### config.mk
export PLATFORM = sky130hd
export DESIGN_NAME = serial_adder_ctrl
export DESIGN_NICKNAME = d
export VERILOG_FILES = /design/src/rtl/serial_adder_ctrl.sv
export SDC_FILE = /design/constraint.sdc
export NUM_CORES = 1
export LEC_CHECK = 0
export BUFFER_PORTS_ARGS = -buffer_cell sky130_fd_sc_hd__buf_2
export CAP_MARGIN = 40
export CORE_ASPECT_RATIO = 1.4
export CORE_MARGIN = 3
export CORE_UTILIZATION = 41
export CTS_CLUSTER_SIZE = 8
export DETAILED_ROUTE_END_ITERATION = 8
export PLACE_DENSITY = 0.63
export SETUP_SLACK_MARGIN = 0.05
export SLEW_MARGIN = 20
export SYNTH_ARGS = -nofsm -noshare
export SYNTH_HDL_FRONTEND = slang
export SYNTH_HIERARCHICAL = 1
export SYNTH_SLANG_ARGS = --single-unit
### constraint.sdc
create_clock -name CLK -period 2.17 [get_ports CLK]
set_input_delay 0.1085 -clock CLK [delete_from_list [all_inputs] [get_ports CLK]]
set_output_delay 0.1085 -clock CLK [all_outputs]
set_load 0.005 [all_outputs]
### src/rtl/serial_adder_ctrl.sv
// Bit-serial adder: one full-adder slice built from two half adders,
// stepped LSB first over WIDTH bits with a registered carry.
//
// half_adder ports: a, b -> s (a^b), c (a&b).
// serial_adder_ctrl ports:
//   CLK, RST_N (async, active-low)
//   START, A, B, CIN  : request and operands, sampled when READY=1
//   READY, BUSY, DONE : one-hot status decoded from the state register
//   S, COUT           : registered result, updated on completion only

module half_adder (
    input  logic a,
    input  logic b,
    output logic s,
    output logic c
);
    assign s = a ^ b;
    assign c = a & b;
endmodule

module serial_adder_ctrl #(
    parameter int WIDTH = 8
) (
    input  logic             CLK,
    input  logic             RST_N,
    input  logic             START,
    input  logic [WIDTH-1:0] A,
    input  logic [WIDTH-1:0] B,
    input  logic             CIN,
    output logic             READY,
    output logic             BUSY,
    output logic             DONE,
    output logic [WIDTH-1:0] S,
    output logic             COUT
);
    localparam int CW = $clog2(WIDTH);

    typedef enum logic [1:0] {
        IDLE = 2'd0,
        RUN  = 2'd1,
        FIN  = 2'd2
    } state_t;

    state_t           state_q, state_d;
    logic [WIDTH-1:0] a_sh_q, a_sh_d;
    logic [WIDTH-1:0] b_sh_q, b_sh_d;
    logic [WIDTH-1:0] res_q, res_d;
    logic             carry_q, carry_d;
    logic [CW-1:0]    cnt_q, cnt_d;
    logic [WIDTH-1:0] s_q, s_d;
    logic             cout_q, cout_d;

    logic ha0_s, ha0_c;
    logic sum_bit, ha1_c;
    logic slice_cout;
    logic last_bit;

    half_adder u_ha0 (
        .a (a_sh_q[0]),
        .b (b_sh_q[0]),
        .s (ha0_s),
        .c (ha0_c)
    );

    half_adder u_ha1 (
        .a (ha0_s),
        .b (carry_q),
        .s (sum_bit),
        .c (ha1_c)
    );

    assign slice_cout = ha0_c | ha1_c;
    assign last_bit   = (cnt_q == CW'(WIDTH - 1));

    always_comb begin
        state_d = state_q;
        a_sh_d  = a_sh_q;
        b_sh_d  = b_sh_q;
        res_d   = res_q;
        carry_d = carry_q;
        cnt_d   = cnt_q;
        s_d     = s_q;
        cout_d  = cout_q;
        case (state_q)
            IDLE: begin
                if (START) begin
                    a_sh_d  = A;
                    b_sh_d  = B;
                    carry_d = CIN;
                    cnt_d   = '0;
                    state_d = RUN;
                end
            end
            RUN: begin
                // Sum bits enter at the MSB so that after WIDTH steps
                // the first (LSB) sum bit has reached bit 0.
                res_d   = {sum_bit, res_q[WIDTH-1:1]};
                carry_d = slice_cout;
                a_sh_d  = a_sh_q >> 1;
                b_sh_d  = b_sh_q >> 1;
                cnt_d   = cnt_q + 1'b1;
                if (last_bit) begin
                    s_d     = res_d;
                    cout_d  = slice_cout;
                    state_d = FIN;
                end
            end
            FIN: begin
                state_d = IDLE;
            end
            default: begin
                state_d = IDLE;
            end
        endcase
    end

    always_ff @(posedge CLK or negedge RST_N) begin
        if (!RST_N) begin
            state_q <= IDLE;
            a_sh_q  <= '0;
            b_sh_q  <= '0;
            res_q   <= '0;
            carry_q <= 1'b0;
            cnt_q   <= '0;
            s_q     <= '0;
            cout_q  <= 1'b0;
        end else begin
            state_q <= state_d;
            a_sh_q  <= a_sh_d;
            b_sh_q  <= b_sh_d;
            res_q   <= res_d;
            carry_q <= carry_d;
            cnt_q   <= cnt_d;
            s_q     <= s_d;
            cout_q  <= cout_d;
        end
    end

    assign READY = (state_q == IDLE);
    assign BUSY  = (state_q == RUN);
    assign DONE  = (state_q == FIN);
    assign S     = s_q;
    assign COUT  = cout_q;

endmodule

==> reports/results.ini <==
[cts]
tritoncts = yes
tritoncts.num_buffers = 5
cts_sinks = 38
cts_max_level = 2
cts_setup_buffers = 0
clock_insertion_delay_worst_skew_ps = 290
cts.path.max_buffers = 2
clockRootBuffer = clkbuf_8
worst_setup_hold_path_clk_slew_ps = 80

[timing]
clock_skew_ps = 8.28
min_period_over_period = 0.768
grt_setup_unrepaired = false
max_slew_violation_total_from_the_final_report = 0
report.final.setup_viol = 0
finalHoldViolations = 0
maxClockFrequency_mhz = 600
timing.max_slew.rel_slack = 0.551
tightest_slew_ps = 673
fin_crit_ps = 1670
timing.setup.tns_ps = 0

[synthesis]
seq_area_frac_synth = 0.514
netlist_top_cells_area = dfrtp_1, mux2_4, nor4b_1, nor3b_1, mux2_2
ys_dominant_reg_cell = dfrtp_1
yosys.cell_count.top_type = dfrtp_1
synth_top_area_cell = dfrtp_1
synthArstFlopShare = 1.00
syn-cell-area_um2 = 1850
fraction_of_synthesized_cell_area_taken_by_the_top_area_cell_type = 0.514
post_synth.cell_area_avg_um2 = 13.2
synth_enable_flop_cells = 0
commonest_cells_in_the_synthesized_netlist = dfrtp_1, inv_1, nor3b_1, nor4b_1, a211oi_1
synth.ff_latch_count = 38
syn_nets = 164
synthesis.yosys.warnings = 6
synthesis.instances = 140
post_synth_num_cell_types = 29

[place]
buffer_ports.inserted = 31
placedCellCount = 223
place_congestion = 0.696
dp_hpwl_mm = 2.33
placedInstanceArea_um2 = 2000

[status]
status = finished clean

[worst_hold_path]
holdCritPathClass = in -> reg

[worst_setup_path]
critPathCaptureType = flop
critical_path.startpoint_type = flop
crit_slowest_cell = dfrtp_1
cp_slowest_stage_delay_ps = 400
timing.critical_path.arrival_ps = 1840
path_cells = ha_1, ha_1, nand3b_1, buf_4, mux2_4
cp_max_fo = 7
critical_path_class = reg -> reg
worst_ep_required_time_ps = 2350
path_buf_inv = 1
cpLargestDelayFamily = flip-flops
worst_path_most_repeated_cell = ha_1

[power]
power_density_nw_per_um2 = 1400
totalPowerFinal_mw = 3.01
worst_ir_drop_vdd_mv = 0.649
static_leakage_power_nw = 1.00

[global_routing]
grt_first_pass_wirelength_mm = 5.75
grtUsageTotal = 0.136
maximum_number_of_pins_on_one_net_before_global_route_repair = 39
grt_antenna_before_repair = 0
total_congestion_overflow_after_global_routing = 0
grt_pass1_vias = 1261

[floorplan]
dieWidth_um = 62.8
io_pins = 32
initial_utilization = 0.433
die_y_um = 85.5
placement_rows = 28
floorplan.core_area_um2 = 4270
die_area_um2 = 5360

[layout]
syn_to_final_growth_pct = 16.0
fin_cells = 233
nets_finish = 196
drive_gt1_frac = 0.382
n_antenna_cell = 0
post-route-cell-area_um2 = 2150

[drt]
dr_total_vias = 1219
route.detailed.drc = 0
route.detailed.vias_per_inst = 5.23
avgRoutedWirePerCell_um = 14.7
drc_violation_total_after_the_first_tritonroute_iteration = 28
drt-total-wl_mm = 3.43
detail_route.first_pass.iterations = 4
final_antenna_net_count = 0

[flow_run]
cap_viol_max_count = 0

[metrics by stage]
| stage | utilization | hold WS, ps | setup WS (ps) |
|---|---|---|---|
| 6_report | 0.502 | 74.4 | 503 |
| 4_1_cts | 0.496 | 70.3 | 467 |
| 3_3_place_gp | 0.468 | 252 | 577 |
| 2_1_floorplan | - | -187 | 649 |
| 5_1_grt | 0.502 | 67.6 | 370 |
| 3_5_place_dp | 0.468 | 260 | 515 |
[report_power, final]
group          leakage, nW  switching, mW  total [mW]  internal, mW
sequential           0.448          0.230        1.29          1.06
combinational        0.504          0.478        1.14         0.659
clock               0.0524          0.245       0.589         0.344
total                 1.00          0.953        3.01          2.06
[cell type report]
cell class | count | area (µm²)
fillers | 398 | 2130
flip-flops and latches | 38 | 951
inverters | 13 | 48.8
clock buffers | 7 | 76.3
repair buffers | 36 | 215
multi-input cells | 78 | 749
clock inverters | 1 | 30.0
well taps | 60 | 75.1
[path summary, 6_finish.rpt]
kind | start | to | slack, ps | cells past startpoint
worst max-delay path | cnt_q[0] | S[4] | 500 | 5
worst max register to register | cnt_q[0] | S[4] | 500 | 5
worst min register to register | a_sh_q[7] | a_sh_q[7] | 500 | 1
min in group asynchronous | RST_N | b_sh_q[6] | 280 | 2
max in group asynchronous | RST_N | a_sh_q[7] | 1450 | 3
worst min-delay path | A[7] | a_sh_q[7] | 70 | 2
[registers in the layout (all words and copies together) (netlist names)]
name	cells
S	8
a_sh_q	8
b_sh_q	8
res_q	7
cnt_q	3
state_q	2
COUT	1
carry_q	1
[routing by layer]
metal,track usage,part of all wire,wire length [µm]
met1,0.154,0.44,1490
met2,0.238,0.50,1710
met3,0.0411,0.053,182
met4,0.0542,0.013,45
met5,0,0,0
[cell families (layout without fill, tap and decap cells)]
family                     after synthesis  after routing  share of synthesized area
AOI/OAI and AO/OA                       22             22                      0.106
adders and majority gates                4              4                     0.0271
buffers and inverters                   24             57                     0.0805
DFF                                     38             38                      0.514
muxes                                   17             17                      0.121
and+or+nand+nor                         35             35                      0.152
[placed cells by master (no fill, tap or decap), types with 2 or more instances in the layout]
cell / n
mux2_2: 7
nor3b_1: 12
buf_2: 31
o221a_2: 3
or4b_1: 3
mux2_4: 9
dfrtp_1: 38
nand2b_1: 2
clkbuf_1: 2
a211oi_1: 10
inv_1: 13
ha_1: 4
nor4b_1: 11
a22o_1: 2
a221o_1: 2
clkbuf_8: 5
buf_4: 3
[what timing repair did]
item | in CTS | in global routing
resized for setup | 0 | 0
endpoints found under the hold margin | 38 | 0
hold buffers | 1 | 0
(Power assumes the default switching activity.)
